`config.mk`:
```
export PLATFORM = sky130hd
export DESIGN_NAME = ycbcr_to_rgb
export DESIGN_NICKNAME = d
export VERILOG_FILES = /design/src/rtl/ycbcr_to_rgb.sv
export SDC_FILE = /design/constraint.sdc
export NUM_CORES = 1
export LEC_CHECK = 0
export CAP_MARGIN = 20
export CORE_MARGIN = 10
export CORE_UTILIZATION = 55
export CTS_CLUSTER_DIAMETER = 200
export CTS_CLUSTER_SIZE = 24
export DETAILED_ROUTE_END_ITERATION = 10
export PLACE_DENSITY = 0.76
export SLEW_MARGIN = 30
export SYNTH_ARGS = -nofsm -noshare
export SYNTH_HDL_FRONTEND = slang
export SYNTH_SLANG_ARGS = --single-unit
```
`constraint.sdc`:
```
create_clock -name clk -period 12.3 [get_ports clk]
set_input_delay 2.46 -clock clk [delete_from_list [all_inputs] [get_ports clk]]
set_output_delay 2.46 -clock clk [all_outputs]
set_load 0.02 [all_outputs]
```
`src/rtl/ycbcr_to_rgb.sv`:
```
// Full-range JFIF YCbCr -> RGB converter: 3-stage elastic pipeline (offset, multiply-add, round/clamp)
// with valid/ready on both sides and a saturating count of clamped output components.
module ycbcr_to_rgb #(
    parameter int FRAC_BITS = 13,
    parameter int CNT_W     = 16
) (
    input  logic             clk,
    input  logic             rst_n,
    input  logic             in_valid,
    output logic             in_ready,
    input  logic [23:0]      data_in,
    output logic             out_valid,
    input  logic             out_ready,
    output logic [23:0]      data_out,
    output logic [CNT_W-1:0] sat_count,
    input  logic             sat_clr
);

    localparam logic signed [23:0] K_R_CR = 24'sd11485;
    localparam logic signed [23:0] K_G_CB = 24'sd2819;
    localparam logic signed [23:0] K_G_CR = 24'sd5850;
    localparam logic signed [23:0] K_B_CB = 24'sd14516;
    localparam logic signed [23:0] HALF   = 24'sd1 <<< (FRAC_BITS - 1);

    // Returns {clamped_flag, component}; round-half-up then clamp to 0..255.
    function automatic logic [8:0] round_clamp(input logic signed [23:0] acc);
        logic signed [23:0] v;
        v = (acc + HALF) >>> FRAC_BITS;
        if (v < 24'sd0)
            round_clamp = {1'b1, 8'h00};
        else if (v > 24'sd255)
            round_clamp = {1'b1, 8'hFF};
        else
            round_clamp = {1'b0, v[7:0]};
    endfunction

    logic                started;
    logic                v1;
    logic signed [8:0]   dcb;
    logic signed [8:0]   dcr;
    logic signed [23:0]  ys;
    logic                v2;
    logic signed [23:0]  r_acc;
    logic signed [23:0]  g_acc;
    logic signed [23:0]  b_acc;

    logic                ready2;
    logic                ready3;
    logic signed [8:0]   dcb_n;
    logic signed [8:0]   dcr_n;
    logic signed [23:0]  ys_n;
    logic signed [23:0]  dcb_ext;
    logic signed [23:0]  dcr_ext;
    logic signed [23:0]  r_n;
    logic signed [23:0]  g_n;
    logic signed [23:0]  b_n;
    logic [8:0]          r_c;
    logic [8:0]          g_c;
    logic [8:0]          b_c;
    logic [1:0]          n_clamp;
    logic [CNT_W:0]      sat_sum;
    logic [CNT_W-1:0]    sat_next;

    // Ready chain runs backwards from the output so bubbles collapse in one cycle.
    assign ready3   = !out_valid || out_ready;
    assign ready2   = !v2 || ready3;
    assign in_ready = started && (!v1 || ready2);

    always_comb begin
        dcb_n   = $signed({1'b0, data_in[15:8]}) - 9'sd128;
        dcr_n   = $signed({1'b0, data_in[23:16]}) - 9'sd128;
        ys_n    = $signed(24'(data_in[7:0]) << FRAC_BITS);
        dcb_ext = 24'(dcb);
        dcr_ext = 24'(dcr);
        r_n     = ys + K_R_CR * dcr_ext;
        g_n     = ys - K_G_CB * dcb_ext - K_G_CR * dcr_ext;
        b_n     = ys + K_B_CB * dcb_ext;
        r_c     = round_clamp(r_acc);
        g_c     = round_clamp(g_acc);
        b_c     = round_clamp(b_acc);
        n_clamp = {1'b0, r_c[8]} + {1'b0, g_c[8]} + {1'b0, b_c[8]};
        sat_sum = {1'b0, sat_count} + {{(CNT_W-1){1'b0}}, n_clamp};
        sat_next = sat_sum[CNT_W] ? {CNT_W{1'b1}} : sat_sum[CNT_W-1:0];
    end

    always_ff @(posedge clk or negedge rst_n) begin
        if (!rst_n) begin
            started <= 1'b0;
            v1      <= 1'b0;
            dcb     <= '0;
            dcr     <= '0;
            ys      <= '0;
        end else begin
            started <= 1'b1;
            if (in_ready) begin
                v1 <= in_valid;
                if (in_valid) begin
                    dcb <= dcb_n;
                    dcr <= dcr_n;
                    ys  <= ys_n;
                end
            end
        end
    end

    always_ff @(posedge clk or negedge rst_n) begin
        if (!rst_n) begin
            v2    <= 1'b0;
            r_acc <= '0;
            g_acc <= '0;
            b_acc <= '0;
        end else if (ready2) begin
            v2 <= v1;
            if (v1) begin
                r_acc <= r_n;
                g_acc <= g_n;
                b_acc <= b_n;
            end
        end
    end

    // Clamps are counted as the pixel enters the output register; clear beats the increment.
    always_ff @(posedge clk or negedge rst_n) begin
        if (!rst_n) begin
            out_valid <= 1'b0;
            data_out  <= '0;
            sat_count <= '0;
        end else begin
            if (ready3) begin
                out_valid <= v2;
                if (v2)
                    data_out <= {b_c[7:0], g_c[7:0], r_c[7:0]};
            end
            if (sat_clr)
                sat_count <= '0;
            else if (ready3 && v2)
                sat_count <= sat_next;
        end
    end

endmodule

```
==> flow_summary.rst <==
.. list-table::
   :header-rows: 1

   * - Metric
     - Value
   * - Result of the run
     - completed
   * - CP Launch Type
     - register
   * - Count of buffers from port buffering
     - 70
   * - Flop-to-flop setup slack
     - 3620 ps
   * - Number of sinks driven by the clock tree
     - 104
   * - Setup Buffers After CTS
     - 0
   * - Layout area overhead
     - 10.3%
   * - Max-slew violations
     - 0
   * - Flip-flop and latch count after synthesis
     - 104
   * - Unrepaired setup endpoints after global routing
     - false
   * - Final net count
     - 1,859
   * - Area taken by multi-input logic gates
     - 9710 µm²
   * - Synth async-reset ratio
     - 100%
   * - Top Metal Used
     - met4
   * - Proportion of synthesized chip area in sequential cells
     - 19.5%
   * - Count of cell types in the netlist
     - 60
   * - Synth cell count leaders
     - ha_1, inv_1, fa_1
   * - Startpoint of the most critical setup path
     - dcr[1]
   * - Max Clk Rate
     - 0.115 GHz
   * - Global-route usage over all layers
     - 18.9%
   * - Antenna violations before repair
     - 0
   * - Boundary Pins
     - 71
   * - Dpl hpwl
     - 23.3 mm
   * - Final worst path period share
     - 70.5%
   * - Core Footprint
     - 23,700 µm²
   * - Hold worst-path end
     - data_out[10]
   * - Insertion delay of the later-clocked pin in the worst-skew pair
     - 360 ps
   * - Synth Cell Area
     - 13,400 µm²
   * - First-pass GRT wire length
     - 48.1 mm
   * - Clock buffers created by TritonCTS
     - 9
   * - Hold depth
     - 1
   * - WL final
     - 27.7 mm
   * - Hold path startpoint
     - data_out[10]
   * - Setup CP Type
     - reg2reg
   * - Post-route met1 wirelength
     - 12.7 mm
   * - Aggregate global routing overflow
     - 0
   * - Post-route setup TNS
     - 0 ps
   * - Data required time at the worst endpoint
     - 12,530 ps
   * - Maximum Capacitance Violations
     - 0
   * - Clock root buffer
     - clkbuf_16
   * - Placer Congestion
     - 0.876
   * - Top cell family by delay on the critical path
     - adder cells
   * - CP max FO
     - 8
   * - Detail Route met3 WL
     - 1.35 mm
   * - CTS tree
     - yes
   * - Initial cell density of the core
     - 56.5%
   * - Total number of placement rows
     - 56
   * - Share of final-layout standard cells stronger than drive strength 1
     - 4.31%
   * - Time the final worst path needs with I/O delays and setup
     - 8680 ps
   * - Delay of the slowest critical-path stage
     - 540 ps
   * - Post-synthesis average cell area
     - 9.76 µm²
   * - Count of synthesis-stage warnings from yosys
     - 0
   * - Gate count of the mapped netlist
     - 1,370
   * - Register area
     - 2600 µm²
   * - Worst r2r dst
     - g_acc[18]
   * - Total setup violations reported at the end of the flow
     - 0
   * - Met2 routed WL
     - 13.4 mm
   * - Vias in the first global route
     - 9,801
   * - Count of cells resized by post-cts repair
     - 0
   * - Largest area contributor in the synthesized netlist
     - ha_1
   * - Number of vias in the routed layout
     - 9,474
   * - Detail-routed via count per cell
     - 5.39
   * - Overall die height
     - 176 µm
   * - Crit. End Element
     - register
   * - # H-tree levels
     - 3
   * - Data arrival time of the critical path
     - 8910 ps
   * - Worst reg2reg startpoint
     - dcr[1]
   * - Clock Skews
     - 10.5 ps
   * - Leading cell types by total area after synthesis
     - ha_1, dfrtp_1, fa_1, inv_1, xnor2_1
   * - Most common cell in the synthesized netlist
     - ha_1
   * - Classification of the worst-slack hold path
     - reg2reg
   * - Pin slew with the least headroom to its limit
     - 864 ps
   * - Critical path's slowest cell
     - fa_1
   * - Count of nets left with antenna violations after detail routing
     - 0
   * - Top flip-flop cell by instance count after synthesis
     - dfrtp_1
   * - DRT iter0 DRCs
     - 585
   * - Total iterations of the first detailed-routing run
     - 5
   * - Hold-fix buffers at CTS
     - 0
   * - Maximum clock insertion buffer count
     - 2
   * - Die area
     - 30,900 µm²
   * - Clock input transition at the sequential cells of the worst setup and hold paths
     - 80 ps
   * - Horizontal extent of the die
     - 176 µm
   * - Post-synth EDFFs
     - 0
   * - Depth of the worst register-to-register path
     - 32
   * - Buffers plus inverters on the worst setup path
     - 7
   * - Nets in the synthesized netlist
     - 1,794
   * - Relative slew margins
     - 41.9%
   * - Total inserted antenna cells
     - 0
   * - DRC Markers
     - 0
   * - Portion of synthesized cell area occupied by the leading cell type
     - 25.1%
   * - Hold Vio Cnt, Final
     - 0
   * - Largest net degree at the start of global routing
     - 75
   * - Number of inserted filler cells in the final layout
     - 2,038
   * - Detailed-route wire length per cell
     - 15.8 µm
per-layer routing:
layer	vias to the layer above	global-route usage, %
met4	0	4.17
met5	-	0
li1	4691	-
met2	183	31.9
met1	4579	24.6
met3	21	3.45
kinds of logic (layout without fill, tap and decap cells):
kind of cell	count (synthesis)	after routing	synth area share, %
compound gates	229	229	11.4
xor+xnor	88	88	5.77
fa+ha+maj	396	396	44.2
buf+inv	281	351	7.89
flops	104	104	19.5
mux	28	28	2.31
other cells	1	1	0.0280
simple gates	243	243	8.97
area by class of cell:
type                    instances  share of cell area [%]
clock buffers                  10                    1.55
clock inverters                 6                   0.501
inverters                     258                    6.57
multi-input cells             985                    65.9
flip-flops and latches        104                    17.7
well taps                     319                    2.71
repair buffers                 77                    5.12
layout by cell type (no fill, tap or decap), types with 3 or more instances in the layout:
master	n
o21ai_0	46
a211oi_1	25
nor2b_1	7
nand4b_1	3
xor2_1	24
clkbuf_16	9
and3_1	25
and2_1	11
dfrtp_1	104
o31ai_1	9
a22o_1	8
nand2b_1	6
a21o_1	33
or2_2	4
o21ai_1	7
or3_1	4
inv_1	257
ha_1	268
and4_1	4
mux2_2	23
nor3_1	19
nor2_1	39
a31oi_1	4
a21oi_1	52
o21a_1	8
nand3_1	20
a221oi_1	3
xnor2_1	64
nand4_1	8
mux2i_1	5
clkdlybuf4s50_1	69
o21bai_1	10
buf_4	7
nand2_1	83
fa_1	127
how the worst max path moves through the flow:
stage	to	cells past startpoint
2_1_floorplan	g_acc[18]	32
3_5_place_dp	g_acc[18]	32
3_3_place_gp	g_acc[18]	32
5_1_grt	g_acc[18]	32
4_1_cts	g_acc[18]	32
6_report	g_acc[18]	32
worst reg2reg max path: cells and delay by family (launching register included):
family	cells	cell delay (ps)
buf+inv	7	480
xor+xnor	2	360
fa+ha+maj	12	5150
simple gates	1	190
flops	1	510
compound gates	10	1860
through the flow:
step / hold WS, ps / cells / setup slack, ps / area (µm²) / utilization [%]
4_1_cts: 481 / 1759 / 3620 / 14700 / 62.2
6_report: 475 / 1759 / 3620 / 14700 / 62.2
2_1_floorplan: 463 / 1370 / 4150 / 13400 / -
3_5_place_dp: 465 / 1743 / 3650 / 14400 / 61.0
5_1_grt: 498 / 1759 / 3010 / 14700 / 62.2
3_3_place_gp: 459 / 1743 / 3790 / 14400 / 61.0
sequential cells by signal, summed over array words and instances (netlist names):
name	flops
ys	8
v1	1
v2	1
started	1
data_out	24
g_acc	12
out_valid	1
dcr	8
r_acc	12
b_acc	12
sat_count	16
dcb	8
Power is left out: the tool's default activity adds up to more than one toggle a clock period on the data nets, which glitch-free logic cannot reach.
==> variant (same flow settings) <==
`CNT_W`: 16 -> 18.
--- a/src/rtl/ycbcr_to_rgb.sv
+++ b/src/rtl/ycbcr_to_rgb.sv
@@ -4,3 +4,3 @@
     parameter int FRAC_BITS = 13,
-    parameter int CNT_W     = 16
+    parameter int CNT_W     = 18
 ) (
Ports: changed (resized sat_count); port bits go from 71 to 73. No check against the original RTL was run, so the function may have changed too.
==> variant against the unedited design <==
Wire length is 0.92% higher. Synthesized area is 0.28% higher. Sequential cell count is 2 higher. Setup slack worse by 0.25 ns. Maximum frequency is 2.8% lower. Final area is 0.39% higher. Critical path type unchanged.
Power is not shown: default switching activity piles up to over one toggle a cycle in this logic, so the estimate is an artifact.
==> variant: results (changes against the unedited design) <==
nets 1873 (+0.75%); layout cells sized above 1 4.13% (-0.18 points); Met1 Routed Length 12600 um (-0.23%); Hold Crit Start data_out[7]; Routability Congestion 0.896 (+2.3%); worst slack, placed 3.34 ns (-0.303 ns); top sig layer met4; FF-to-FF Start dcr[1]; syn_nets 1806 (+0.67%); Hold EP data_out[7]; Crit path arrival time 9.14 ns (+0.23 ns); DRT iter0 DRCs 507 (-13%); R2R setup slack 3.38 ns (-0.25 ns); Setup Skew 0.0203 ns (+0.00988 ns); number of global-route vias before repair 9846 (+0.46%); Post-synth top cells ha_1, inv_1, fa_1; Slew @ Worst Pin 0.850 ns (-0.0144 ns); final wirelength 28000 um (+0.92%); pin count of the biggest net entering global routing 67 (-11%); HPWL Detailed 23400 um (+0.42%); reg2reg path depth 33 (+3.1%); Seq/Total Area, Yosys 19.8% (+0.32 points); biggest cell delay along the critical path 0.56 ns (+0.02 ns); Largest regs data_out (24), sat_count (18); Via density 5.38 (about the same); port buffer count 72 (+2.9%); Async S/R FF share, synth 100% (unchanged); FILL cells 2013 (-1.2%); first-pass GRT wire length 47400 um (-1.5%); result of the run finished clean; top post-synthesis cells by area ha_1, dfrtp_1, fa_1, inv_1, xnor2_1; Hold WS 0.483 ns (+0.00816 ns); WL met2 13700 um (+2.3%); Reg2Reg Capture Point g_acc[22]; Total Routing Usage GR 18.6% (-0.27 points); DR WL met3 1140 um (-15%)
variant: kinds of logic after synthesis:
kind of cell | synth area share (%)
AO/OA/AOI/OAI | 11.4
adder cells (fa/ha/maj) | 44.0
multiplexers | 2.08
AND/OR/NAND/NOR | 9.31
buffers and inverters | 7.78
flip-flops | 19.8
XOR/XNOR | 5.66
other | 0.0280
variant: cell type report:
type / count / area [um^2] / area share (%)
Sequential cell: 106 / 2650 / 17.9
Multi-Input combinational cell: 998 / 9720 / 65.7
Clock buffer: 10 / 239 / 1.61
Timing Repair Buffer: 79 / 771 / 5.21
Clock inverter: 6 / 56.3 / 0.380
Inverter: 255 / 957 / 6.47
Tap cell: 324 / 405 / 2.74
variant: per-layer routing:
| metal | track usage (%) | vias up |
|---|---|---|
| met1 | 23.7 | 4646 |
| met5 | 0 | - |
| met4 | 4.59 | 0 |
| met3 | 3.10 | 31 |
| met2 | 32.1 | 157 |
| li1 | - | 4740 |
variant: metrics by stage:
stage / instances / area [um^2] / util (%)
finish: 1778 / 14800 / 61.2
global route: 1778 / 14800 / 61.2
CTS: 1778 / 14800 / 61.2
detailed placement: 1762 / 14500 / 60.0
global placement: 1762 / 14500 / 60.0
floorplan: 1382 / 13400 / -
variant: worst max-delay path by stage:
| stage | startpoint | to | slack (ns) |
|---|---|---|---|
| detailed placement | dcr[1] | g_acc[22] | 3.34 |
| finish | dcr[1] | g_acc[22] | 3.38 |
| global route | dcr[1] | g_acc[22] | 2.75 |
| floorplan | dcr[1] | g_acc[22] | 3.93 |
| global placement | dcr[1] | g_acc[22] | 3.49 |
| CTS | dcr[1] | g_acc[22] | 3.31 |
